[config.mk]
export PLATFORM = sky130hd
export DESIGN_NAME = wm_embed_flat
export DESIGN_NICKNAME = d
export VERILOG_FILES = /design/src/rtl/wm_embed_if.sv /design/src/rtl/wm_embed.sv /design/src/flat_wrapper.sv
export SDC_FILE = /design/constraint.sdc
export NUM_CORES = 1
export LEC_CHECK = 0
export BUFFER_PORTS_ARGS = -buffer_cell sky130_fd_sc_hd__buf_2
export CORE_MARGIN = 2
export CORE_UTILIZATION = 45
export DETAILED_ROUTE_END_ITERATION = 8
export GPL_TIMING_DRIVEN = 0
export SETUP_SLACK_MARGIN = 0.2
export SLEW_MARGIN = 15
export SYNTH_ARGS = -nofsm -noshare
export SYNTH_HDL_FRONTEND = slang
export SYNTH_SLANG_ARGS = --single-unit
[constraint.sdc]
create_clock -name clk -period 9.5 [get_ports clk]
set_clock_uncertainty 0.2 [all_clocks]
set_input_delay 1.425 -clock clk [delete_from_list [all_inputs] [get_ports clk]]
set_output_delay 1.425 -clock clk [all_outputs]
set_load 0.05 [all_outputs]
[src/rtl/wm_embed_if.sv]
// wm_embed_if: bundle of the wm_embed stream and watermark-memory signals.
//   Upstream pixel stream : i_valid, o_ready, i_pix (plus i_bypass when
//                           WM_EMBED_BYPASS_EN is defined)
//   wm_mem side           : o_wm_rea (read strobe), i_wm_data, o_wm_done
//   Downstream stream     : o_valid, i_ready, o_pix, o_last
// Signal names keep the embedder's point of view (i_* driven into the block,
// o_* driven by it). Modport slave is the embedder; master is its environment.
interface wm_embed_if #(
  parameter int DOP   = 4,
  parameter int PIX_W = 8
);
  logic                 i_valid;
  logic                 o_ready;
  logic [DOP*PIX_W-1:0] i_pix;
`ifdef WM_EMBED_BYPASS_EN
  logic                 i_bypass;
`endif
  logic                 o_wm_rea;
  logic [DOP-1:0]       i_wm_data;
  logic                 o_wm_done;
  logic                 o_valid;
  logic                 i_ready;
  logic [DOP*PIX_W-1:0] o_pix;
  logic                 o_last;

  modport slave (
`ifdef WM_EMBED_BYPASS_EN
    input  i_bypass,
`endif
    input  i_valid, i_pix, i_wm_data, i_ready,
    output o_ready, o_wm_rea, o_wm_done, o_valid, o_pix, o_last
  );

  modport master (
`ifdef WM_EMBED_BYPASS_EN
    output i_bypass,
`endif
    output i_valid, i_pix, i_wm_data, i_ready,
    input  o_ready, o_wm_rea, o_wm_done, o_valid, o_pix, o_last
  );
endinterface

[src/rtl/wm_embed.sv]
// wm_embed: pixel-stream watermark embedder downstream of wm_mem.
// Each accepted beat of DOP pixel lanes issues one read strobe to wm_mem; the
// beat travels through a WM_LAT-deep tagged delay line so it meets its
// watermark slice, then the LSB of every lane is replaced by the matching
// watermark bit and the result is pushed into a small output FIFO.
//
// Ports:
//   clk  - sole clock, rising edge
//   rst  - asynchronous, active-high reset
//   bus  - wm_embed_if.slave (input stream, wm_mem strobe/data/done,
//          output stream with o_last on the final beat of a frame)
//
// Handshake: a beat moves on a channel in every cycle where its valid and
// ready are both high at the rising edge. o_ready depends only on internal
// state (never on i_valid); o_valid/o_pix/o_last hold stable while
// o_valid && !i_ready.
//
// Optional feature: define WM_EMBED_BYPASS_EN to add i_bypass; a beat
// accepted with i_bypass=1 leaves the block unmodified (its wm_mem strobe is
// still issued so the watermark sequence stays aligned).
module wm_embed #(
  parameter int DOP         = 4,
  parameter int PIX_W       = 8,
  parameter int FRAME_BEATS = 10016,
  parameter int WM_LAT      = 2,
  parameter int OBUF_DEPTH  = 4
) (
  input logic     clk,
  input logic     rst,
  wm_embed_if.slave bus
);

  localparam int PIX_BUS_W = DOP * PIX_W;
  localparam int CNT_W     = $clog2(FRAME_BEATS);
  localparam int PTR_W     = (OBUF_DEPTH > 1) ? $clog2(OBUF_DEPTH) : 1;
  localparam int OCC_W     = $clog2(OBUF_DEPTH + 1);
  localparam int INF_W     = $clog2(WM_LAT + 1);

  typedef struct packed {
    logic                 vld;
    logic                 last;
    logic                 byp;
    logic [PIX_BUS_W-1:0] pix;
  } tag_t;

  tag_t [WM_LAT-1:0]                sr_q, sr_d;
  logic [CNT_W-1:0]                 beat_cnt_q, beat_cnt_d;
  logic                             done_hold_q, done_hold_d;
  logic                             done_q, done_d;
  logic [OBUF_DEPTH-1:0][PIX_BUS_W:0] mem_q, mem_d;
  logic [PTR_W-1:0]                 wr_ptr_q, wr_ptr_d;
  logic [PTR_W-1:0]                 rd_ptr_q, rd_ptr_d;
  logic [OCC_W-1:0]                 cnt_q, cnt_d;

  logic [INF_W-1:0]                 inflight;
  logic                             ready;
  logic                             acc;
  logic                             is_last;
  logic                             byp_in;
  tag_t                             head_tag;
  logic                             wr_en;
  logic [PIX_BUS_W-1:0]             wr_pix;
  logic                             pop;

  function automatic logic [PTR_W-1:0] ptr_inc(input logic [PTR_W-1:0] p);
    return (p == PTR_W'(OBUF_DEPTH - 1)) ? '0 : p + PTR_W'(1);
  endfunction

`ifdef WM_EMBED_BYPASS_EN
  assign byp_in = bus.i_bypass;
`else
  assign byp_in = 1'b0;
`endif

  // Credit: every beat in the delay line already owns a buffer slot because
  // the buffer write cannot be stalled once its watermark data arrives.
  always_comb begin
    inflight = '0;
    for (int i = 0; i < WM_LAT; i++) begin
      inflight = inflight + INF_W'(sr_q[i].vld);
    end
    ready   = !rst && !done_hold_q &&
              ((int'(cnt_q) + int'(inflight)) < OBUF_DEPTH);
    acc     = bus.i_valid && ready;
    is_last = (beat_cnt_q == CNT_W'(FRAME_BEATS - 1));
  end

  // Tagged delay line, aligned with the wm_mem read latency.
  always_comb begin
    sr_d        = sr_q;
    sr_d[0].vld  = acc;
    sr_d[0].last = acc && is_last;
    sr_d[0].byp  = byp_in;
    sr_d[0].pix  = bus.i_pix;
    for (int i = 1; i < WM_LAT; i++) begin
      sr_d[i] = sr_q[i-1];
    end
  end

  // Embedding: the LSB of lane k sits at bit k*PIX_W of the bus.
  always_comb begin
    head_tag = sr_q[WM_LAT-1];
    wr_en    = head_tag.vld;
    wr_pix   = head_tag.pix;
    if (!head_tag.byp) begin
      for (int k = 0; k < DOP; k++) begin
        wr_pix[k*PIX_W] = bus.i_wm_data[k];
      end
    end
  end

  // Output FIFO. Pop only sees registered occupancy, so a beat written into
  // an empty buffer is presented one cycle later.
  always_comb begin
    pop      = (cnt_q != '0) && bus.i_ready;
    mem_d    = mem_q;
    if (wr_en) begin
      mem_d[wr_ptr_q] = {head_tag.last, wr_pix};
    end
    wr_ptr_d = wr_en ? ptr_inc(wr_ptr_q) : wr_ptr_q;
    rd_ptr_d = pop   ? ptr_inc(rd_ptr_q) : rd_ptr_q;
    cnt_d    = cnt_q;
    if (wr_en && !pop) begin
      cnt_d = cnt_q + OCC_W'(1);
    end else if (!wr_en && pop) begin
      cnt_d = cnt_q - OCC_W'(1);
    end
  end

  // Frame tracking. done_hold blocks new accepts from the last accept of a
  // frame through the o_wm_done cycle, so wm_mem rewinds before the next
  // frame's first strobe.
  always_comb begin
    beat_cnt_d = beat_cnt_q;
    if (acc) begin
      beat_cnt_d = is_last ? '0 : beat_cnt_q + CNT_W'(1);
    end
    done_d      = wr_en && head_tag.last;
    done_hold_d = done_hold_q;
    if (done_q) begin
      done_hold_d = 1'b0;
    end else if (acc && is_last) begin
      done_hold_d = 1'b1;
    end
  end

  always_ff @(posedge clk or posedge rst) begin
    if (rst) begin
      sr_q        <= '0;
      beat_cnt_q  <= '0;
      done_hold_q <= 1'b0;
      done_q      <= 1'b0;
      mem_q       <= '0;
      wr_ptr_q    <= '0;
      rd_ptr_q    <= '0;
      cnt_q       <= '0;
    end else begin
      sr_q        <= sr_d;
      beat_cnt_q  <= beat_cnt_d;
      done_hold_q <= done_hold_d;
      done_q      <= done_d;
      mem_q       <= mem_d;
      wr_ptr_q    <= wr_ptr_d;
      rd_ptr_q    <= rd_ptr_d;
      cnt_q       <= cnt_d;
    end
  end

  assign bus.o_ready   = ready;
  assign bus.o_wm_rea  = acc;
  assign bus.o_wm_done = done_q;
  assign bus.o_valid   = (cnt_q != '0);
  assign bus.o_pix     = mem_q[rd_ptr_q][PIX_BUS_W-1:0];
  assign bus.o_last    = mem_q[rd_ptr_q][PIX_BUS_W];

endmodule
[src/flat_wrapper.sv]
// flat-port wrapper written by rule: the top's interface ports become plain ports
module wm_embed_flat 
#(
  parameter int DOP         = 4,
  parameter int PIX_W       = 8,
  parameter int FRAME_BEATS = 10016,
  parameter int WM_LAT      = 2,
  parameter int OBUF_DEPTH  = 4
)
  (clk, rst, bus_i_valid, bus_i_pix, bus_i_wm_data, bus_i_ready, bus_o_ready, bus_o_wm_rea, bus_o_wm_done, bus_o_valid, bus_o_pix, bus_o_last);
  wm_embed_if #(.DOP(DOP), .PIX_W(PIX_W)) bus_i ();
  input logic clk;
  input logic rst;
  input wire logic [$bits(bus_i.i_valid)-1:0] bus_i_valid;
  input wire logic [$bits(bus_i.i_pix)-1:0] bus_i_pix;
  input wire logic [$bits(bus_i.i_wm_data)-1:0] bus_i_wm_data;
  input wire logic [$bits(bus_i.i_ready)-1:0] bus_i_ready;
  output wire logic [$bits(bus_i.o_ready)-1:0] bus_o_ready;
  output wire logic [$bits(bus_i.o_wm_rea)-1:0] bus_o_wm_rea;
  output wire logic [$bits(bus_i.o_wm_done)-1:0] bus_o_wm_done;
  output wire logic [$bits(bus_i.o_valid)-1:0] bus_o_valid;
  output wire logic [$bits(bus_i.o_pix)-1:0] bus_o_pix;
  output wire logic [$bits(bus_i.o_last)-1:0] bus_o_last;
  assign bus_i.i_valid = bus_i_valid;
  assign bus_i.i_pix = bus_i_pix;
  assign bus_i.i_wm_data = bus_i_wm_data;
  assign bus_i.i_ready = bus_i_ready;
  assign bus_o_ready = bus_i.o_ready;
  assign bus_o_wm_rea = bus_i.o_wm_rea;
  assign bus_o_wm_done = bus_i.o_wm_done;
  assign bus_o_valid = bus_i.o_valid;
  assign bus_o_pix = bus_i.o_pix;
  assign bus_o_last = bus_i.o_last;
  wm_embed #(.DOP(DOP), .PIX_W(PIX_W), .FRAME_BEATS(FRAME_BEATS), .WM_LAT(WM_LAT), .OBUF_DEPTH(OBUF_DEPTH)) u_core (.clk(clk), .rst(rst), .bus(bus_i));
endmodule
### Word level (Yosys, flattened, before mapping)

Cells that the tools add are included.

| operators by class | value |
|---|---|
| eq/ne operators | 3 |
| $add $sub $neg | 7 |
| magnitude comparators | 4 |
| reductions and logical operators | 16 |
| mux-type cells | 12 |

Operator list:

| operator | number |
|---|---|
| $bwmux 132 | 1 |
| $bmux 33 s2 | 1 |
| $demux 33 s2 | 1 |
| $mux 33 | 2 |
| $lt 32x4->1 const B | 1 |
| $add 14x1->14 const B | 1 |
| $eq 14x14->1 const B | 1 |
| $mux 14 | 1 |
| $logic_and 1x1->1 | 9 |
| $lt 2x3->1 const B | 2 |
| $mux 3 | 2 |
| $add 2x1->2 const B | 2 |
| $add 3x2->4 | 1 |
| $eq 2x2->1 const B | 2 |
| $logic_not 1->1 | 4 |
| $mux 2 | 2 |
| $reduce_bool 2->1 | 2 |
| $add 3x1->3 const B | 1 |
| $reduce_bool 3->1 | 1 |
| $sub 3x1->3 const B | 1 |
| $add 1x1->2 | 1 |
| $ge 2x1->1 const B | 1 |
| $mux 1 | 2 |

| word-level totals | value |
|---|---|
| logic and storage cells | 58 |
| output and inout port bits | 37 |
| input port bits | 40 |
| register bits after elaboration | 223 |

### Depth between registers and ports, before layout

Gate-level depths: netlist (run 1).

| logic depth | value |
|---|---|
| depth after elaboration | 8 |
| mapped depth | 8 |
| gate-level depth less buffers | 8 |

### Worst setup path after synthesis (run 1)

OpenSTA, ideal clock, no wires.

| timing path | value |
|---|---|
| kind | input -> output |
| from | input port rst |
| to | output port bus_o_ready |
| buffers on the path | 0 |
| required time | 7.875 ns |
| cell stages on the path | 2 |
| data arrival time | 2.094 ns |
| setup slack | 5.781 ns |
| cells stage by stage | nor3_1 -> o21a_1 |

| on the way | value |
|---|---|
| cells in the longest elaborated chain, start to end | 3 |

Ends and longest elaborated chain:

| item | RTL line | source |
|---|---|---|
| from (decl) | flat_wrapper.sv:13 | `input logic rst;` |
| $logic_not 1->1 | wm_embed.sv:82 | `ready = !rst && !done_hold_q &&` |
| $logic_and 1x1->1 (2 in a row) | wm_embed.sv:82 |  |
| to (decl) | flat_wrapper.sv:18 | `output wire logic [$bits(bus_i.o_ready)-1:0] bus_o_ready;` |

Every way passes these cells.

### Final worst setup path (run 1)

| timing path | value |
|---|---|
| from | input port rst |
| to | output port bus_o_wm_rea |

| on the way | value |
|---|---|
| cells in the longest elaborated chain, start to end | 4 |

Ends and longest elaborated chain:

| item | RTL line | source |
|---|---|---|
| $logic_not 1->1 | wm_embed.sv:82 |  |
| $logic_and 1x1->1 (2 in a row) | wm_embed.sv:82 |  |
| $logic_and 1x1->1 | wm_embed.sv:84 | `acc = bus.i_valid && ready;` |
| to (decl) | flat_wrapper.sv:19 | `output wire logic [$bits(bus_i.o_wm_rea)-1:0] bus_o_wm_rea;` |

Every way passes these cells.

==> flow_summary.ini, run 1 <==
[synthesis]
syn_nets = 555
syn_inst = 506
yosysSeqAreaShare_pct = 63.8
ys_warn_count = 0
avgSynthCellArea_um2 = 16.7
syn_area_um2 = 8430
ys_ff_latch = 215
synth_cell_types = 42

[layout]
nets = 655
diodes = 0
drive_gt1_share_pct = 49.8
nFillCells = 1559
synthToLayoutAreaGrowth_pct = 17.7

[drt]
vias = 4542
vias_per_cell = 5.31
drt_iter0_drc = 199
firstDrtPassIters = 4
drt-wirelength-per-cell_um = 18.1
ant_nets = 0
routed_wl_um = 15400
drc_errors = 0

[floorplan]
core_area_um2 = 18500
io_pins = 77
dieWidth_um = 141
num_rows = 50
die_area_um2 = 19800
initial_core_util_pct = 45.5
fp.dieH_um = 141

[setup_path]
cp.arrival_ns = 2.52
critical_path.most_common_cell = buf_2
slowest_delay_ns = 0.30
r2r_start = u_core.cnt_q[0]
reg2reg_depth = 8
cp-startpoint = rst
path_delay_family = buffers and inverters
cpMaxStageDelayCell = buf_2
r2r_slack_ns = 7.07
cp.required_ns = 7.88
path_cells = buf_2 > nor3_1 > o211ai_2 > inv_2 > buf_2
worstSetupPathType = in -> out
cp_max_fo = 10
path_buf_inv = 3
r2r-end = u_core.cnt_q[2]
end_kind = output pin
start_kind = input pin

[clocking]
cts_root_buf = clkbuf_16
cts_buffer_depth = 3
cts_max_level = 1
cts_setup_buffers = 0
cts_tree = built
cts_made_buffers = 25
cts_sinks = 215
holdBufCountCts = 0
postCtsResizedCells = 0
clk_latency_ns = 0.50
clk_pin_slew_ns = 0.06

[worst_hold_path]
hold_class = reg -> reg
min_delay_path_depth = 0
hold_path_end = u_core.head_tag[33]
min_from = u_core.sr_d[68]

[outcome]
status = completed

[timing]
slew_headroom_pct = 49.4
fmax_mhz = 241
period_needed_ns = 4.14
finalHoldViolCount = 0
slew_viol_final = 0
rsz0062_at_grt = no
fin_crit_sh_pct = 43.6
worst_pin_slew_ns = 0.758
finalSetupTns_ns = 0
setup_viol = 0

[global_routing]
antenna_found_initial = 0
grtUsageTotal_pct = 16.3
grt_pass1_vias = 4882
grt_pass1_wl_um = 25800
overflow = 0
grt_start_max_net_pins = 109

[place]
hpwl_um = 9740
gp_congestion = 0.736
portBuffers = 72

[pwr]
p_leak_nw = 4.52
p_total_mw = 3.69
ir_worst_vdd_mv = 0.299
powerDensity_nw_per_um2 = 372

[job]
maxCapViolCount = 0
Yosys cell counts (all sizes together):
library cell | instances | area, um2
nor2 | 6 | 22.5
fa | 1 | 20.0
nor3 | 6 | 30.0
dfrtp | 215 | 5380
nor4 | 4 | 31.3
o31ai | 1 | 7.51
a21oi | 5 | 25.0
inv | 10 | 37.5
nor2b | 1 | 6.26
and3 | 1 | 6.26
nand3 | 4 | 25.0
xnor2 | 4 | 35.0
or4 | 2 | 18.8
mux2 | 134 | 1510
mux4 | 33 | 743
ha | 8 | 100
o21a | 1 | 7.51
o21bai | 1 | 7.51
a22o | 4 | 35.0
nand2 | 15 | 56.3
or3 | 3 | 18.8
or2 | 1 | 6.26
clkbuf | 1 | 3.75
buf | 22 | 123
nand4 | 4 | 31.3
and4 | 2 | 20.0
o21ai | 9 | 45.0
and2 | 1 | 6.26
xor2 | 4 | 35.0
nor4b | 1 | 15.0
a21o | 1 | 7.51
o211ai | 1 | 12.5
worst reg2reg max path, stage by stage, from the launching register on:
cell and delay (ns):
dfrtp_1 0.44, or3_1 0.41, nand2_1 0.20, ha_1 0.22, inv_1 0.06, fa_1 0.37, xor2_1 0.17, nor2_1 0.12
xor2_1 0.16
cells by family (layout without fill, tap and decap cells):
group,count (synthesis),after routing,synth area share (%)
AOI/OAI and AO/OA,23,23,1.75
muxes,167,167,26.7
xor gates and xnor gates,8,8,0.831
buffers and inverters,33,148,1.94
DFF,215,215,63.8
adders and majority gates,9,9,1.43
and+or+nand+nor,51,51,3.49
worst max-delay path by stage:
stage / endpoint / depth (start not counted)
floorplan: u_core.beat_cnt_q[0] / 1
detailed placement: bus_o_wm_rea / 5
finish: bus_o_wm_rea / 5
global route: bus_o_wm_rea / 5
global placement: u_core.mem_q[85] / 2
CTS: bus_o_wm_rea / 5
report_power, final:
part / total, mW / internal [mW] / switching, mW / leakage, nW
combinational: 1.39 / 0.565 / 0.827 / 1.50
clock: 0.920 / 0.561 / 0.358 / 0.397
sequential: 1.38 / 1.22 / 0.158 / 2.63
total: 3.69 / 2.35 / 1.34 / 4.52
area by class of cell:
cell class / count / area (um2) / share of cell area, %
sequential: 215 / 5380 / 54.2
multi-input combinational: 258 / 2880 / 29.1
clock buffer: 35 / 733 / 7.39
timing repair buffer: 73 / 388 / 3.91
tap: 234 / 293 / 2.95
buffer: 23 / 126 / 1.27
clock inverter: 7 / 70.1 / 0.706
inverter: 10 / 45.0 / 0.454
stage by stage:
stage	setup slack (ns)	instances	utilization, %	hold slack [ns]	area [um2]
6_report	5.36	855	53.6	0.142	9920
5_1_grt	5.21	855	53.6	0.150	9920
4_1_cts	5.35	855	53.6	0.146	9920
3_5_place_dp	5.35	813	49.2	0.135	9120
3_3_place_gp	0.00911	812	49.0	0.132	9080
2_1_floorplan	2.00	506	-	0.131	8430
registers in the layout (all words and copies together), names as in the netlist:
register,count
u_core.wr_en,1
u_core.mem_q,132
u_core.rd_ptr_q,2
u_core.wr_ptr_q,2
u_core.head_tag,29
u_core.done_hold_q,1
u_core.cnt_q,3
u_core.bus.o_wm_done,1
u_core.sr_d,30
u_core.beat_cnt_q,14
cells in the final DEF, fill, tap and decap left out, types with 4 or more instances in the layout:
| cell type | count |
|---|---|
| ha_1 | 8 |
| nor3_1 | 6 |
| a22o_1 | 4 |
| o21ai_0 | 8 |
| xnor2_1 | 4 |
| dfrtp_1 | 215 |
| clkbuf_8 | 7 |
| clkbuf_1 | 4 |
| nand2_1 | 15 |
| mux4_2 | 33 |
| xor2_1 | 4 |
| nor2_1 | 6 |
| mux2_2 | 134 |
| inv_1 | 8 |
| a21oi_1 | 5 |
| buf_2 | 89 |
| clkbuf_16 | 25 |
routing by layer:
| layer | vias up | part of all wire [%] | global-route usage, % |
|---|---|---|---|
| li1 | 2044 | - | - |
| met1 | 2386 | 47 | 23.3 |
| met2 | 86 | 47 | 25.8 |
| met3 | 26 | 4.2 | 3.09 |
| met4 | 0 | 2.3 | 4.58 |
| met5 | - | 0 | 0 |
Power figures use the tool's default switching activity.
==> run 2: changes to the inputs <==
- ABC_AREA: not set -> 1
- PLACE_DENSITY: not set -> 0.66
- clock period: 9.5 -> 3.5 ns (I/O delays scaled with it)
==> run 2 against run 1 <==
Final cell count up 48%. Power up 100%. Core utilization up 2.3 points. Critical path depth up 5. Global-route usage up 4.7 points. Combinational power up 74%.
==> flow_summary.ini, run 2 <==
[outcome]
status = completed

[clocking]
clk_pin_slew_ns = 0.06
cts_sinks = 215
cts_root_buf = clkbuf_16
clk_latency_ns = 0.51
cts_tree = built
cts_buffer_depth = 3
cts_max_level = 1
cts_made_buffers = 24

[synthesis]
synth_edf_count = 0
syn_area_um2 = 8520
synthTopCellsByArea = dfrtp_1 63%, o21ai_0 12%, nand2_1 7.8%
ys_warn_count = 0
synthFlopType = dfrtp_1
ys_ff_latch = 215
synth_cell_types = 26
netlist_top_cells_count = 215 x dfrtp_1, 201 x o21ai_0, 177 x nand2_1
synth_most_common_cell = dfrtp_1
synth_largest_area_cell = dfrtp_1
yosysSeqAreaShare_pct = 63.1
avgSynthCellArea_um2 = 9.66
syn_inst = 882
synthArstFlopShare_pct = 100
synth_top_area_share_pct = 63.1
syn_nets = 931

[floorplan]
io_pins = 77
num_rows = 50
dieWidth_um = 142
die_area_um2 = 20100
core_area_um2 = 18600
fp.dieH_um = 142
initial_core_util_pct = 45.7

[timing]
fin_crit_sh_pct = 89.5
worst_hold_slack_ns = 0.139
slew_viol_final = 0
rsz0062_at_grt = no
slew_headroom_pct = 43.0
finalHoldViolCount = 0
fmax_mhz = 319
setup_viol = 0
worst_pin_slew_ns = 0.852
period_needed_ns = 3.13

[place]
hpwl_um = 13000
gp_congestion = 0.814
portBuffers = 72

[layout]
final_common_cell = dfrtp_1
multi_input_comb_area_um2 = 2680
synthToLayoutAreaGrowth_pct = 22.3
nFillCells = 1710
drive_gt1_share_pct = 16.2
largest_reg_flops = 132
mostFrequentLayoutCells = 215 x dfrtp_1, 201 x o21ai_0, 177 x nand2_1
diodes = 0
nets = 1066
top_register = u_core.mem_q
seqCellArea_um2 = 5380

[drt]
ant_nets = 0
vias = 6514
drt-wirelength-per-cell_um = 15.8
drt_iter0_drc = 447
vias_per_cell = 5.14
drc_errors = 0
firstDrtPassIters = 5
routed_wl_um = 20100

[setup_path]
cp-startpoint = rst
start_kind = input pin
r2r_start = u_core.cnt_q[0]
cp.arrival_ns = 2.41
worstSetupPathType = in -> out
slowest_delay_ns = 0.54
cp_max_fo = 30
critical_path.most_common_cell = buf_12
cpMaxStageDelayCell = dlygate4sd3_1
path_cells = dlygate4sd3_1 > buf_2 > clkinvlp_4 > buf_12 > nand2_1 > nor2_2 > nand2_2 > nor2_4 > buf_12 > clkbuf_4
path_buf_inv = 6
end_kind = output pin
cp.required_ns = 2.77
path_delay_family = buffers and inverters

[job]
maxCapViolCount = 0

[worst_hold_path]
min_from = bus_i_wm_data[3]
hold_class = in -> reg

[global_routing]
grt_pass1_vias = 6505
grtUsageTotal_pct = 21.0
overflow = 0
grt_start_max_net_pins = 37
antenna_found_initial = 0
grt_pass1_wl_um = 33600

[pwr]
p_leak_nw = 5.02
powerDensity_nw_per_um2 = 715
p_total_mw = 7.46
ir_worst_vdd_mv = 0.367
## run 2: per-layer routing
| layer | vias to the layer above | global-route usage (%) | routed length, um |
|---|---|---|---|
| met5 | - | 0 | 0 |
| met4 | 0 | 5.74 | 403 |
| met3 | 33 | 3.54 | 1180 |
| met2 | 167 | 34.1 | 9380 |
| met1 | 3149 | 29.5 | 9110 |
| li1 | 3165 | - | - |
## run 2: logic make-up (layout without fill, tap and decap cells)
kind of cell / Yosys count / in the layout / synth area share, %
fa+ha+maj: 9 / 9 / 1.41
compound gates: 241 / 241 / 14.7
flops: 215 / 215 / 63.1
buf+inv: 109 / 261 / 5.42
simple gates: 299 / 299 / 14.4
mux: 1 / 1 / 0.132
xor+xnor: 8 / 8 / 0.822
## run 2: power by group
group	internal, mW	switching (mW)
logic	0.582	1.84
clock network	1.46	0.977
registers	2.55	0.0529
total	4.59	2.87
## run 2: stage by stage
stage / TNS, ns / std cells / utilization (%) / instance area [um2] / setup slack, ns
global placement: -337.71 / 1188 / 49.3 / 9190 / -3.07
finish: 0 / 1268 / 55.9 / 10400 / 0.366
global route: 0 / 1268 / 55.9 / 10400 / 0.220
floorplan: -28.58 / 882 / - / 8540 / -1.42
CTS: 0 / 1268 / 55.9 / 10400 / 0.304
detailed placement: 0 / 1195 / 50.1 / 9340 / 0.537
## run 2: cell type report
| type | count | share of cell area, % |
|---|---|---|
| Multi-Input combinational cell | 558 | 25.7 |
| Clock inverter | 11 | 0.792 |
| Tap cell | 234 | 2.81 |
| Inverter | 58 | 2.13 |
| Sequential cell | 215 | 51.6 |
| Clock buffer | 32 | 6.64 |
| Timing Repair Buffer | 109 | 7.85 |
| Buffer | 51 | 2.43 |
## run 2: tightest hold or removal path: stages
cell	delay (ns)
buf_2	0.07
inv_1	0.06
o21ai_0	0.15
## run 2: final timing paths
kind                                              to  slack, ns  cells after the start
worst max-delay path                    bus_o_wm_rea       0.37                     10
worst max register to register       u_core.cnt_q[2]       1.30                      9
min in group asynchronous               u_core.wr_en       0.46                      4
worst min register to register    u_core.head_tag[7]       0.14                      0
worst min-delay path                u_core.mem_q[57]       0.14                      3
max in group asynchronous       u_core.beat_cnt_q[3]       1.38                      4
## run 2: what timing repair did
| action | 4_1_cts | 5_1_grt |
|---|---|---|
| resized for setup | 0 | 1 |
| setup buffers | 0 | 0 |
| hold buffers | 30 | 0 |
| endpoints found under the hold margin | 47 | 0 |
| setup endpoints to repair | 0 | 1 |
==> run 3: changes to the inputs <==
- CAP_MARGIN: not set -> 20
- CORE_ASPECT_RATIO: not set -> 2
==> run 3 against run 2 <==
Worst setup slack improved by 0.017 ns. Core utilization decreased by 0.67 points. First-iteration DRC count decreased by 9.2%. Power decreased by 1.4%. Sequential share of layout area increased by 0.60 points. Combinational power increased by 2%. Final cell count decreased by 1.7%. Largest cell class unchanged.
==> flow_summary.ini, run 3 (synthesis results as in run 2) <==
[outcome]
status = completed

[timing]
rsz0062_at_grt = no
setup_viol = 0
slew_viol_final = 0
finalHoldViolCount = 0
period_needed_ns = 3.12
slew_headroom_pct = 42.4
fin_crit_sh_pct = 89.0
worst_hold_slack_ns = 0.0279
worst_pin_slew_ns = 0.861
fmax_mhz = 321

[setup_path]
cp.arrival_ns = 2.39
cp_max_fo = 10
path_delay_family = buffers and inverters
end_kind = output pin
r2r_slack_ns = 1.18
slowest_delay_ns = 0.49
cp.required_ns = 2.77
path_buf_inv = 3
cpMaxStageDelayCell = dfrtp_1
reg2reg_depth = 9
path_cells = inv_1 > clkbuf_1 > o21ai_0 > o22ai_1 > buf_2
r2r-end = u_core.cnt_q[2]
start_kind = flop
r2r_start = u_core.cnt_q[0]
worstSetupPathType = reg -> out

[drt]
drt-wirelength-per-cell_um = 16.6
firstDrtPassIters = 6
vias_per_cell = 5.26
drc_errors = 0
routed_wl_um = 20700
vias = 6555
ant_nets = 0
drt_iter0_drc = 406

[layout]
largest_reg_flops = 132
final_cells = 1246
mostFrequentLayoutCells = 215 x dfrtp_1, 201 x o21ai_0, 177 x nand2_1
synthToLayoutAreaGrowth_pct = 20.9
final_common_cell = dfrtp_1
seqCellArea_um2 = 5380
top_register = u_core.mem_q
multi_input_comb_area_um2 = 2680
nets = 1063
drive_gt1_share_pct = 15.5
nFillCells = 1755
diodes = 0

[place]
gp_congestion = 0.796
hpwl_um = 14400
portBuffers = 72
dp.cells = 1179

[job]
maxCapViolCount = 0

[floorplan]
die_area_um2 = 20100
io_pins = 77
initial_core_util_pct = 45.7
core_area_um2 = 18700
fp.dieH_um = 199
num_rows = 71
dieWidth_um = 101

[pwr]
ir_worst_vdd_mv = 0.393
p_leak_nw = 4.96
powerDensity_nw_per_um2 = 714

[clocking]
clk_latency_ns = 0.49
clk_pin_slew_ns = 0.07
cts_tree = built
cts_root_buf = clkbuf_16
cts_buffer_depth = 3
cts_sinks = 215
cts_made_buffers = 20
cts_setup_buffers = 0
cts_max_level = 1

[global_routing]
grtUsageTotal_pct = 21.2
overflow = 0
antenna_found_initial = 0
grt_pass1_vias = 6643
grt_pass1_wl_um = 33500
grt_start_max_net_pins = 37

[worst_hold_path]
hold_class = in -> async
run 3: cell count changes in the layout (fill, tap and decap cells not counted), sizes merged:
cell	delta
clkinv	-8
dlygate4sd3	+1
bufinv	+1
clkbuf	-1
run 3: cell type report:
class / count / share of cell area, %
Multi-Input combinational cell: 558 / 26.0
Clock inverter: 3 / 0.668
Timing Repair Buffer: 109 / 7.68
Tap cell: 219 / 2.66
Sequential cell: 215 / 52.2
Clock buffer: 32 / 6.08
Inverter: 58 / 2.15
Buffer: 51 / 2.47
Timing Repair inverter: 1 / 0.0486
run 3: through the flow:
stage	worst slack (ns)	instance area, um2	setup TNS, ns	utilization (%)	power, mW
2_1_floorplan	-1.42	8540	-28.58	-	4.38
4_1_cts	0.327	10300	0	55.2	7.40
3_5_place_dp	0.128	9290	0	49.8	5.07
5_1_grt	0.243	10300	0	55.2	7.65
6_report	0.383	10300	0	55.2	7.35
3_3_place_gp	-3.00	9170	-321.76	49.2	5.05
run 3: worst max path at each step:
stage	start	end	slack (ns)	cells past startpoint
floorplan	rst	bus_o_wm_rea	-1.42	6
global placement	rst	bus_o_wm_rea	-3.00	8
detailed placement	rst	bus_o_wm_rea	0.13	10
CTS	u_core.rd_ptr_q[1]	bus_o_pix[3]	0.33	5
global route	u_core.rd_ptr_q[1]	bus_o_pix[31]	0.24	5
finish	u_core.rd_ptr_q[1]	bus_o_pix[31]	0.38	5
run 3: timing repair:
action / 4_1_cts / 5_1_grt
endpoints found under the hold margin: 63 / 0
cloned: 1 / 0
gates resized for setup: 0 / 2
setup endpoints to repair: 1 / 1
hold buffers: 31 / 0
run 3: where the power goes:
group / switching (mW) / total (mW) / internal (mW)
combinational: 1.88 / 2.46 / 0.579
sequential: 0.0562 / 2.60 / 2.55
clock: 0.918 / 2.29 / 1.37
run 3: per-layer routing:
layer / vias to the layer above / wire (um) / GRT usage, %
li1: 3141 / - / -
met1: 3219 / 7960 / 24.3
met2: 147 / 11400 / 39.6
met3: 48 / 700 / 2.67
met4: 0 / 637 / 7.61
met5: - / 0 / 0
run 3: worst register-to-register path: stages (launching register included):
cell and delay [ns]:
dfrtp_1 0.45, nor2_1 0.13, nand2_1 0.09, nand2_1 0.25
ha_1 0.21, inv_1 0.07, fa_1 0.38, a21oi_1 0.14
o21ai_0 0.12, xor2_1 0.16
